File: config.mk
export PLATFORM = sky130hd
export DESIGN_NAME = face_sys_sequencer
export DESIGN_NICKNAME = d
export VERILOG_FILES = /design/src/rtl/face_sys_sequencer.sv
export SDC_FILE = /design/constraint.sdc
export NUM_CORES = 1
export LEC_CHECK = 0
export CORE_MARGIN = 2
export CORE_UTILIZATION = 51
export CTS_BUF_LIST = sky130_fd_sc_hd__clkbuf_2
export DETAILED_ROUTE_END_ITERATION = 7
export GPL_TIMING_DRIVEN = 0
export HOLD_SLACK_MARGIN = 0.08
export PLACE_DENSITY = 0.89
export REMOVE_ABC_BUFFERS = 1
export SYNTH_ARGS = -nofsm -noshare
export SYNTH_HDL_FRONTEND = slang
export SYNTH_SLANG_ARGS = --single-unit
File: constraint.sdc
create_clock -name clk -period 6.2 [get_ports clk]
set_clock_uncertainty 0.15 [all_clocks]
set_input_delay 0.93 -clock clk [delete_from_list [all_inputs] [get_ports clk]]
set_output_delay 0.93 -clock clk [all_outputs]
set_load 0.005 [all_outputs]
File: src/rtl/face_sys_sequencer.sv
// Instruction-driven sequencer for the FACE systolic multiply engine: decodes
// configuration/compute instructions, launches the engine and tracks completion.
module face_sys_sequencer #(
  parameter logic [6:0]       SYSOPCODE      = 7'b0001011,
  parameter int unsigned      CNT_W          = 20,
  parameter logic [CNT_W-1:0] TIMEOUT_CYCLES = 20'd262143
) (
  input  logic             clk,
  input  logic             rst,
  input  logic [31:0]      instr,
  input  logic             instr_valid,
  output logic             instr_ready,
  output logic [31:0]      base_addr_left,
  output logic [31:0]      base_addr_right,
  output logic [31:0]      base_addr_addsrc,
  output logic [31:0]      base_addr_save,
  output logic [15:0]      matrix_size,
  output logic [2:0]       mem_mode,
  output logic             calc_init,
  input  logic             calc_done,
  output logic             busy,
  output logic             done,
  output logic             err_illegal,
  output logic             err_timeout,
  output logic [CNT_W-1:0] last_cycles
);

  typedef enum logic [1:0] {S_IDLE, S_START, S_BUSY, S_DONE} state_t;

  state_t            state_q, state_d;
  logic [31:0]       addr_left_q, addr_left_d;
  logic [31:0]       addr_right_q, addr_right_d;
  logic [31:0]       addr_addsrc_q, addr_addsrc_d;
  logic [31:0]       addr_save_q, addr_save_d;
  logic [15:0]       matrix_size_q, matrix_size_d;
  logic [2:0]        mem_mode_q, mem_mode_d;
  logic              err_illegal_q, err_illegal_d;
  logic              err_timeout_q, err_timeout_d;
  logic [CNT_W-1:0]  last_cycles_q, last_cycles_d;
  logic [CNT_W-1:0]  cnt_q, cnt_d;

  logic [6:0]  opcode;
  logic [2:0]  func;
  logic [2:0]  sel;
  logic [18:0] imm;
  logic        accept;

  assign opcode = instr[6:0];
  assign func   = instr[9:7];
  assign sel    = instr[12:10];
  assign imm    = instr[31:13];
  assign accept = instr_valid && (state_q == S_IDLE) && (opcode == SYSOPCODE);

  always_comb begin
    state_d       = state_q;
    addr_left_d   = addr_left_q;
    addr_right_d  = addr_right_q;
    addr_addsrc_d = addr_addsrc_q;
    addr_save_d   = addr_save_q;
    matrix_size_d = matrix_size_q;
    mem_mode_d    = mem_mode_q;
    err_illegal_d = 1'b0;
    err_timeout_d = err_timeout_q;
    last_cycles_d = last_cycles_q;
    cnt_d         = cnt_q;

    case (state_q)
      S_IDLE: begin
        if (accept) begin
          case (func)
            3'd0: begin
              case (sel)
                3'd0:    addr_left_d   = {13'd0, imm};
                3'd1:    addr_right_d  = {13'd0, imm};
                3'd2:    addr_addsrc_d = {13'd0, imm};
                3'd3:    addr_save_d   = {13'd0, imm};
                default: err_illegal_d = 1'b1;
              endcase
            end
            3'd1: begin
              if (imm[15:0] == '0) err_illegal_d = 1'b1;
              else                 matrix_size_d = imm[15:0];
            end
            3'd2: begin
              if (matrix_size_q == '0) begin
                err_illegal_d = 1'b1;
              end else begin
                mem_mode_d = sel;
                state_d    = S_START;
              end
            end
            3'd3:    err_timeout_d = 1'b0;
            default: err_illegal_d = 1'b1;
          endcase
        end
      end
      S_START: begin
        cnt_d   = '0;
        state_d = S_BUSY;
      end
      S_BUSY: begin
        cnt_d = cnt_q + CNT_W'(1);
        // completion wins over timeout when both land in the same cycle
        if (calc_done) begin
          last_cycles_d = cnt_q + CNT_W'(1);
          state_d       = S_DONE;
        end else if (cnt_q == TIMEOUT_CYCLES - CNT_W'(1)) begin
          err_timeout_d = 1'b1;
          last_cycles_d = TIMEOUT_CYCLES;
          state_d       = S_DONE;
        end
      end
      S_DONE:  state_d = S_IDLE;
      default: state_d = S_IDLE;
    endcase
  end

  always_ff @(posedge clk) begin
    if (rst) begin
      state_q       <= S_IDLE;
      addr_left_q   <= '0;
      addr_right_q  <= '0;
      addr_addsrc_q <= '0;
      addr_save_q   <= '0;
      matrix_size_q <= '0;
      mem_mode_q    <= '0;
      err_illegal_q <= 1'b0;
      err_timeout_q <= 1'b0;
      last_cycles_q <= '0;
      cnt_q         <= '0;
    end else begin
      state_q       <= state_d;
      addr_left_q   <= addr_left_d;
      addr_right_q  <= addr_right_d;
      addr_addsrc_q <= addr_addsrc_d;
      addr_save_q   <= addr_save_d;
      matrix_size_q <= matrix_size_d;
      mem_mode_q    <= mem_mode_d;
      err_illegal_q <= err_illegal_d;
      err_timeout_q <= err_timeout_d;
      last_cycles_q <= last_cycles_d;
      cnt_q         <= cnt_d;
    end
  end

  assign instr_ready      = (state_q == S_IDLE);
  assign calc_init        = (state_q == S_START);
  assign busy             = (state_q == S_START) || (state_q == S_BUSY);
  assign done             = (state_q == S_DONE);
  assign base_addr_left   = addr_left_q;
  assign base_addr_right  = addr_right_q;
  assign base_addr_addsrc = addr_addsrc_q;
  assign base_addr_save   = addr_save_q;
  assign matrix_size      = matrix_size_q;
  assign mem_mode         = mem_mode_q;
  assign err_illegal      = err_illegal_q;
  assign err_timeout      = err_timeout_q;
  assign last_cycles      = last_cycles_q;

endmodule

* Word level (Yosys, flattened, before mapping)
Cells that the tools add are included.
** Word-level totals
- Logic and storage cells :: 74
- Register bits after elaboration :: 139
- Output and inout port bits :: 173
** Cells by class
- Equal/unequal tests :: 18
- Bitwise operators :: 4
- Mux-type cells :: 18
- Reductions and logical operators :: 22
- Add/subtract/negate cells :: 1
** Operator list (count)
- 20-bit two-way mux :: 2
- 20-bit one-hot mux with 2 select lines :: 1
- 16-bit logical NOT :: 2
- 4-bit AND reduction :: 7
- 20-bit by 1-bit adder with 20-bit output (second input constant) :: 1
- 20-bit by 18-bit equality test with 1-bit output (second input constant) :: 1
- 3-bit by 2-bit equality test with 1-bit output (second input constant) :: 4
- 2-bit two-way mux :: 5
- 2-bit one-hot mux with 4 select lines :: 1
- 7-bit by 4-bit equality test with 1-bit output (second input constant) :: 1
- 1-bit two-way mux :: 7
- 3-bit by 1-bit equality test with 1-bit output (second input constant) :: 2
- 3-bit logical NOT :: 2
- 2-bit by 1-bit inequality test with 1-bit output (second input constant) :: 3
- 2-bit inequality test (second input constant) :: 3
- 2-bit nonzero test :: 3
- 5-bit AND reduction :: 1
- 2-bit equality test (second input constant) :: 2
- 1-bit inverter :: 4
- 1-bit one-hot mux with 4 select lines :: 1
- 4-bit OR reduction :: 1
- 3-bit inequality test (second input constant) :: 1
- 3-bit OR reduction :: 1
- 2-bit by 1-bit equality test with 1-bit output (second input constant) :: 1
- 5 further kinds :: 6

* Longest topological paths before layout
Gate-level depths: netlist of the first run.
- Word-level depth :: 5
- Mapped depth :: 10
- Mapped depth without buffers :: 7

* Worst setup path after synthesis of the first run
OpenSTA, ideal clock, no wires.
- Path kind :: in2reg
- Start :: in instr[5]
- End :: reg addr_addsrc_q[10], in the netlist base_addr_addsrc[10]
- Arrival time :: 2.759 ns
- Stages :: 8
- Setup time :: 0.132 ns
- Required time :: 5.918 ns
- Setup slack :: 3.159 ns
- Buffers on the path :: 3
- Cells stage by stage :: or4b_1 or3_1 buf_6 or3_1 buf_2 buf_2 nand2_1 a21oi_1
** On the way
- Word-level cells in the longest chain between the ends :: 3
** Ends and longest elaborated chain
- start: declaration :: line 10 : input logic [31:0] instr,
- 7-bit by 4-bit equality test with 1-bit output :: line 52 : assign accept = instr_valid && (state_q == S_IDLE) && (opcode == SYSOPCODE);
- 1-bit logical AND :: line 52
- 4-bit AND reduction (no line)
- end signal: assignment :: line 135 : addr_addsrc_q <= addr_addsrc_d;
- end: declaration :: line 33 : logic [31:0] addr_addsrc_q, addr_addsrc_d;
Every way passes these cells.
A chain may end at the register's enable or synchronous reset.

* Worst setup path after layout of the first run
- Start :: in instr[5]
- End :: reg addr_left_q[3], in the netlist base_addr_left[3]
** On the way
- Word-level cells in the longest chain between the ends :: 3
** Ends and longest elaborated chain
- 7-bit by 4-bit equality test with 1-bit output :: line 52
- 1-bit logical AND :: line 52
- 4-bit AND reduction (no line)
- end signal: assignment :: line 133 : addr_left_q <= addr_left_d;
- end: declaration :: line 31 : logic [31:0] addr_left_q, addr_left_d;
Every way passes these cells.

==> impl_metrics.env, run 1 <==
export IMPL_status="finished, final reports clean"
export IMPL_rows=40
export IMPL_synth_main_ff_cell="dfxtp_1"
export IMPL_share_seq_of_total_power_pct=56.2
export IMPL_insertion_delay_ns=0.69
export IMPL_syn_cell_area_um2=6180
export IMPL_htree_num_levels=4
export IMPL_syn_area_per_cell_um2=8.34
export IMPL_p_leak_nw=2.79
export IMPL_p_int_mw=1.17
export IMPL_cts_resized=0
export IMPL_cts_max_path_buffers=2
export IMPL_detail_route_antenna_nets=0
export IMPL_synth_seq_cells=139
export IMPL_gr_total_overflow=0
export IMPL_crit_type="input pin to register"
export IMPL_power_frac_comb_pct=13.1
export IMPL_place_inst=999
export IMPL_tightest_slew_ns=1.20
export IMPL_fp_dieW_um=114
export IMPL_groute_usage_overall_pct=24.7
export IMPL_final_hold_viol_count=0
export IMPL_final_cell_mix="nand2_1 (163), clkdlybuf4s50_1 (155), dfxtp_1 (139), a21oi_1 (93), conb_1 (52)"
export IMPL_hold_buffers=0
export IMPL_first_pass_iters=5
export IMPL_instances_no_fill=1029
export IMPL_arrival_ns=3.88
export IMPL_io_pins=209
export IMPL_first_global_vias=5088
export IMPL_antenna_found_initial=0
export IMPL_synthArstFlopShare_pct=0
export IMPL_slew_headroom_pct=19.8
export IMPL_cap_violations=0
export IMPL_grt_pass1_wl_mm=25.1
export IMPL_worst_setup_path_end_kind="register"
export IMPL_wl_mm=15.8
export IMPL_drt_initial_drc_count=408
export IMPL_worst_r2r_setup_slack_ns=3.10
export IMPL_yosysSeqAreaShare_pct=45.0
export IMPL_fill_cells=981
export IMPL_hold_path_end="base_addr_right[8]"
export IMPL_ys_types=47
export IMPL_fin_nets=914
export IMPL_die_area_um2=13000
export IMPL_r2r_end="base_addr_left[3]"
export IMPL_clk_pin_slew_ns=0.18
export IMPL_worstPathRequired_ns=6.68
export IMPL_path_max_fanout=19
export IMPL_rsz0062_at_grt="no"
export IMPL_vias=5391
export IMPL_fin_crit_sh_pct=54.9
export IMPL_finalCriticalPeriod_ns=3.40
export IMPL_reg2reg_from="state_q[0]"
export IMPL_clock_power_share_pct=30.7
export IMPL_setup_viol=0
export IMPL_post_cts_buffers=0
export IMPL_power_density_nw_per_um2=208
export IMPL_antenna_cells=0
export IMPL_dp_hpwl_mm=11.1
export IMPL_layout_commonest_cell="nand2_1"
export IMPL_clkSinkCount=139
export IMPL_vias_per_cell=5.24
export IMPL_grt_max_degree=73
export IMPL_ys_warnings_count=0
export IMPL_hp_class="register to register"
export IMPL_min_path_cells=2
export IMPL_netlist_instances=741
export IMPL_reg2reg_depth=7
export IMPL_areaGrowthSynthToFinish_pct=25.5
export IMPL_synth_edf_count=0
export IMPL_cp_start_kind="input pin"
export IMPL_wl_per_cell_um=15.4
export IMPL_fmax_mhz=294
export IMPL_core_area_um2=11900
export IMPL_root_buffer="clkbuf_2"
export IMPL_vdd_drop_max_v=0.000162
export IMPL_die_h_um=114
export IMPL_start_util_pct=51.9
export IMPL_cts_tree="done"
export IMPL_drc_errors=0
export IMPL_numCtsBuffers=17
export IMPL_gp_congestion=0.908
export IMPL_p_sw_uw=447
export IMPL_netSwitchingFraction_pct=27.7
export IMPL_slew_violations=0
export IMPL_io_buffers=156
export IMPL_drive_gt1_share_pct=6.12
export IMPL_min_from="base_addr_right[8]"
export IMPL_final_setup_tns_ns=0
-- synthesized netlist by cell type (2+ instances only) --
cell,n,area (µm²)
nor3_4,3,48.8
buf_6,2,22.5
nand2b_1,4,25.0
and4_1,6,52.6
o21a_1,14,105
buf_1,2,7.51
or4_1,4,30.0
and3_1,3,18.8
a22oi_1,7,52.6
nor2b_1,2,12.5
buf_4,52,390
or2_2,4,25.0
a211oi_1,6,45.0
nor2_1,47,176
o32ai_1,7,61.3
dfxtp_1,139,2780
a21oi_1,93,465
and2_1,2,12.5
nor4_1,10,62.6
clkbuf_1,29,109
xnor2_1,12,105
nor3b_1,2,15.0
inv_1,15,56.3
a21oi_2,10,87.6
mux2_2,6,67.6
nand4_1,9,56.3
mux2i_1,22,220
a41oi_1,2,17.5
a31oi_1,2,12.5
nand2_1,163,612
buf_2,12,60.1
o21ai_0,8,40.0
or3_1,7,43.8
xor2_1,4,35.0
nand3_1,7,35.0
ha_1,7,87.6
nor3_1,7,35.0
-- flip-flops by register name, indices dropped and copies added, names as in the netlist --
register / count
cnt_q: 20
last_cycles: 20
base_addr_addsrc: 19
base_addr_left: 19
base_addr_right: 19
base_addr_save: 19
matrix_size: 16
mem_mode: 3
state_q: 2
err_illegal: 1
err_timeout: 1
-- per-stage QoR --
stage	utilization [%]	hold slack, ns	cell area [µm²]	worst slack (ns)	power [mW]
finish	65.1	0.313	7760	2.80	1.62
global route	65.1	0.331	7760	2.64	1.69
CTS	65.1	0.314	7760	2.76	1.63
detailed placement	63.4	0.292	7550	2.13	1.14
global placement	63.2	0.287	7530	0.0676	1.13
floorplan	-	0.292	5780	2.94	1.03
-- metal layers --
metal / part of all wire, % / track usage [%] / up-vias
met5: 0 / 0 / -
met2: 48 / 40.6 / 217
met3: 11 / 11.7 / 22
met1: 40 / 28.2 / 2488
li1: - / - / 2664
met4: 1.5 / 8.86 / 0
-- critical path, cell delays in order --
cell,delay (ns)
clkdlybuf4s50_1,0.39
or4b_1,0.54
or3_1,0.62
nor4_4,1.04
nand2_1,0.15
a21oi_1,0.21
-- logic make-up (layout without fill, tap and decap cells) --
logic type	count (synthesis)	count (layout)	share of synthesized area [%]
adder cells (fa/ha/maj)	7	7	1.42
AO/OA/AOI/OAI	154	154	15.0
buffers and inverters	113	203	10.5
multiplexers	28	28	4.66
other	1	52	0.0607
flip-flops	139	139	45.0
XOR/XNOR	16	16	2.27
AND/OR/NAND/NOR	283	283	21.1
-- worst max path at each step --
stage / slack, ns / endpoint / start
6_report: 2.80 / base_addr_left[3] / instr[5]
3_3_place_gp: 0.07 / cnt_q[16] / rst
4_1_cts: 2.76 / busy / state_q[1]
5_1_grt: 2.64 / busy / state_q[1]
2_1_floorplan: 2.94 / base_addr_left[10] / instr[5]
3_5_place_dp: 2.13 / base_addr_left[9] / instr[5]
-- layout make-up --
| cell class | instances | area [µm²] | area share [%] |
|---|---|---|---|
| multi-input cells | 540 | 2940 | 37.9 |
| flip-flops and latches | 139 | 2780 | 35.9 |
| repair buffers | 157 | 1590 | 20.5 |
| well taps | 147 | 184 | 2.37 |
| clock buffers | 21 | 105 | 1.35 |
| clock inverters | 9 | 100 | 1.29 |
| inverters | 16 | 60.1 | 0.774 |
-- power groups by stage --
stage,combinational [mW],clock (mW),sequential [mW]
floorplan,0.100,0,0.927
CTS,0.211,0.507,0.909
global placement,0.208,0,0.927
global route,0.235,0.543,0.911
detailed placement,0.210,0,0.927
finish,0.212,0.496,0.909
Power figures use the tool's default switching activity.
==> run 2: changes to the inputs <==
--- a/config.mk
+++ b/config.mk
@@ -6,12 +6,12 @@
 export NUM_CORES = 1
 export LEC_CHECK = 0
 export CORE_MARGIN = 2
-export CORE_UTILIZATION = 51
+export CORE_UTILIZATION = 47
 export CTS_BUF_LIST = sky130_fd_sc_hd__clkbuf_2
 export DETAILED_ROUTE_END_ITERATION = 7
 export GPL_TIMING_DRIVEN = 0
 export HOLD_SLACK_MARGIN = 0.08
-export PLACE_DENSITY = 0.89
+export PLACE_DENSITY = 0.83
 export REMOVE_ABC_BUFFERS = 1
 export SYNTH_ARGS = -nofsm -noshare
 export SYNTH_HDL_FRONTEND = slang
==> constraint.sdc (replaced) <==
create_clock -name clk -period 3.44 [get_ports clk]
set_clock_uncertainty 0.15 [all_clocks]
set_input_delay 0.516 -clock clk [delete_from_list [all_inputs] [get_ports clk]]
set_output_delay 0.516 -clock clk [all_outputs]
set_load 0.005 [all_outputs]
==> run 2 against run 1 <==
  * Global-route usage is 2.2 points lower
  * Worst hold slack worse by 0.059 ns
  * Clock power is 96% higher
  * Sequential power is 80% higher
  * Highest routed layer unchanged
  * Utilization is 3.7 points lower
  * Largest power group unchanged
  * Total power is 85% higher
  * Via count is 0.28% lower
  * Count of clock-buffer cells in the layout stayed put
==> impl_metrics.env, run 2 (same netlist as run 1, synthesis figures left out) <==
export IMPL_status="finished, final reports clean"
export IMPL_start_util_pct=48.6
export IMPL_vias=5376
export IMPL_grt_max_degree=88
export IMPL_vias_per_cell=5.10
export IMPL_gp_congestion=0.832
export IMPL_fin_nets=914
export IMPL_place_inst=1024
export IMPL_path_max_fanout=19
export IMPL_reg2reg_depth=7
export IMPL_rows=41
export IMPL_hold_path_end="mem_mode[0]"
export IMPL_cts_tree="done"
export IMPL_groute_usage_overall_pct=22.5
export IMPL_p_leak_nw=2.80
export IMPL_dp_hpwl_mm=11.0
export IMPL_io_pins=209
export IMPL_total_power_mw=3.00
export IMPL_antenna_found_initial=0
export IMPL_clkSinkCount=139
export IMPL_first_pass_iters=4
export IMPL_min_path_cells=2
export IMPL_fp_dieW_um=119
export IMPL_root_buffer="clkbuf_2"
export IMPL_insertion_delay_ns=0.73
export IMPL_reg2reg_from="state_q[0]"
export IMPL_hold_buffers=0
export IMPL_drt_initial_drc_count=304
export IMPL_arrival_ns=3.60
export IMPL_fin_ws_ns=0.354
export IMPL_vdd_drop_max_v=0.000235
export IMPL_final_setup_tns_ns=0
export IMPL_clk_pin_slew_ns=0.19
export IMPL_areaGrowthSynthToFinish_pct=26.4
export IMPL_fmax_mhz=324
export IMPL_tightest_slew_ns=1.19
export IMPL_final_hold_viol_count=0
export IMPL_r2r_end="base_addr_left[17]"
export IMPL_wl_per_cell_um=15.2
export IMPL_slew_headroom_pct=20.3
export IMPL_numCtsBuffers=17
export IMPL_core_area_um2=12700
export IMPL_multi_input_area_um2=2940
export IMPL_worst_r2r_setup_slack_ns=0.35
export IMPL_layout_area_seq_um2=2780
export IMPL_wl_mm=16.0
export IMPL_grt_pass1_wl_mm=25.4
export IMPL_final_cell_mix="nand2_1 (163), clkdlybuf4s50_1 (155), dfxtp_1 (139), a21oi_1 (93), conb_1 (52)"
export IMPL_detail_route_antenna_nets=0
export IMPL_rsz0062_at_grt="no"
export IMPL_die_h_um=119
export IMPL_min_from="rst"
export IMPL_io_buffers=156
export IMPL_drc_errors=0
export IMPL_cap_violations=0
export IMPL_worstPathRequired_ns=3.95
export IMPL_htree_num_levels=4
export IMPL_first_global_vias=5096
export IMPL_cp_start_kind="register"
export IMPL_die_area_um2=14100
export IMPL_post_cts_buffers=0
export IMPL_hold_ws_ns=0.254
export IMPL_layout_commonest_cell="nand2_1"
export IMPL_fin_crit_sh_pct=89.7
export IMPL_power_density_nw_per_um2=384
export IMPL_slew_violations=0
export IMPL_gr_total_overflow=0
export IMPL_antenna_cells=0
export IMPL_setup_viol=0
export IMPL_instances_no_fill=1054
export IMPL_drive_gt1_share_pct=6.01
export IMPL_finalCriticalPeriod_ns=3.09
export IMPL_worst_setup_path_end_kind="register"
export IMPL_hp_class="input pin to register"
export IMPL_cts_resized=0
export IMPL_crit_type="register to register"
export IMPL_cts_max_path_buffers=2
export IMPL_place_ws_ns=-0.264
export IMPL_fill_cells=1129
[run 2: changes by cell type in the layout (fill, tap and decap cells not counted), sizes merged]
cell | before | now
clkinvlp | 3 | 1
bufinv | 2 | 3
inv | 15 | 16
[run 2: how the worst max path moves through the flow]
stage               slack, ns                  to       start  cells past startpoint
floorplan                0.59  base_addr_left[10]    instr[5]                      5
global placement        -2.36           cnt_q[16]         rst                      3
detailed placement      -0.26  base_addr_left[17]    instr[5]                      6
CTS                      0.34  base_addr_left[17]  state_q[0]                      7
global route             0.12      matrix_size[4]  state_q[0]                      7
finish                   0.35  base_addr_left[17]  state_q[0]                      7
[run 2: metal layers]
metal	track usage, %	vias to the layer above	share of wire [%]
met5	0	-	0
met4	7.29	0	1.3
met3	11.1	16	9.7
met2	37.7	168	48
met1	25.0	2526	41
li1	-	2666	-
[run 2: layout make-up]
type                    instances  share of cell area, %
inverters                      16                  0.769
well taps                     172                   2.76
flip-flops and latches        139                   35.6
multi-input cells             540                   37.6
clock buffers                  21                   1.35
clock inverters                 9                   1.57
repair buffers                157                   20.3
[run 2: per-stage QoR]
step / util, % / cell area [µm²]
6_report: 61.4 / 7810
5_1_grt: 61.4 / 7810
4_1_cts: 61.4 / 7810
3_5_place_dp: 59.6 / 7580
3_3_place_gp: 59.4 / 7560
2_1_floorplan: - / 5780
[run 2: critical path, cell delays in order (launching register included)]
cell and delay, ns:
dfxtp_1 0.36, inv_1 0.13, ha_1 0.29, nand4_1 0.14, or3_1 0.58, nor4_4 1.04
nand2_1 0.17, a21oi_2 0.17
[run 2: report_power, final]
group          switching [mW]  internal, mW  total, mW
sequential             0.0106          1.63       1.64
combinational           0.238         0.152      0.390
clock                   0.566         0.404      0.970
total                   0.815          2.18       3.00
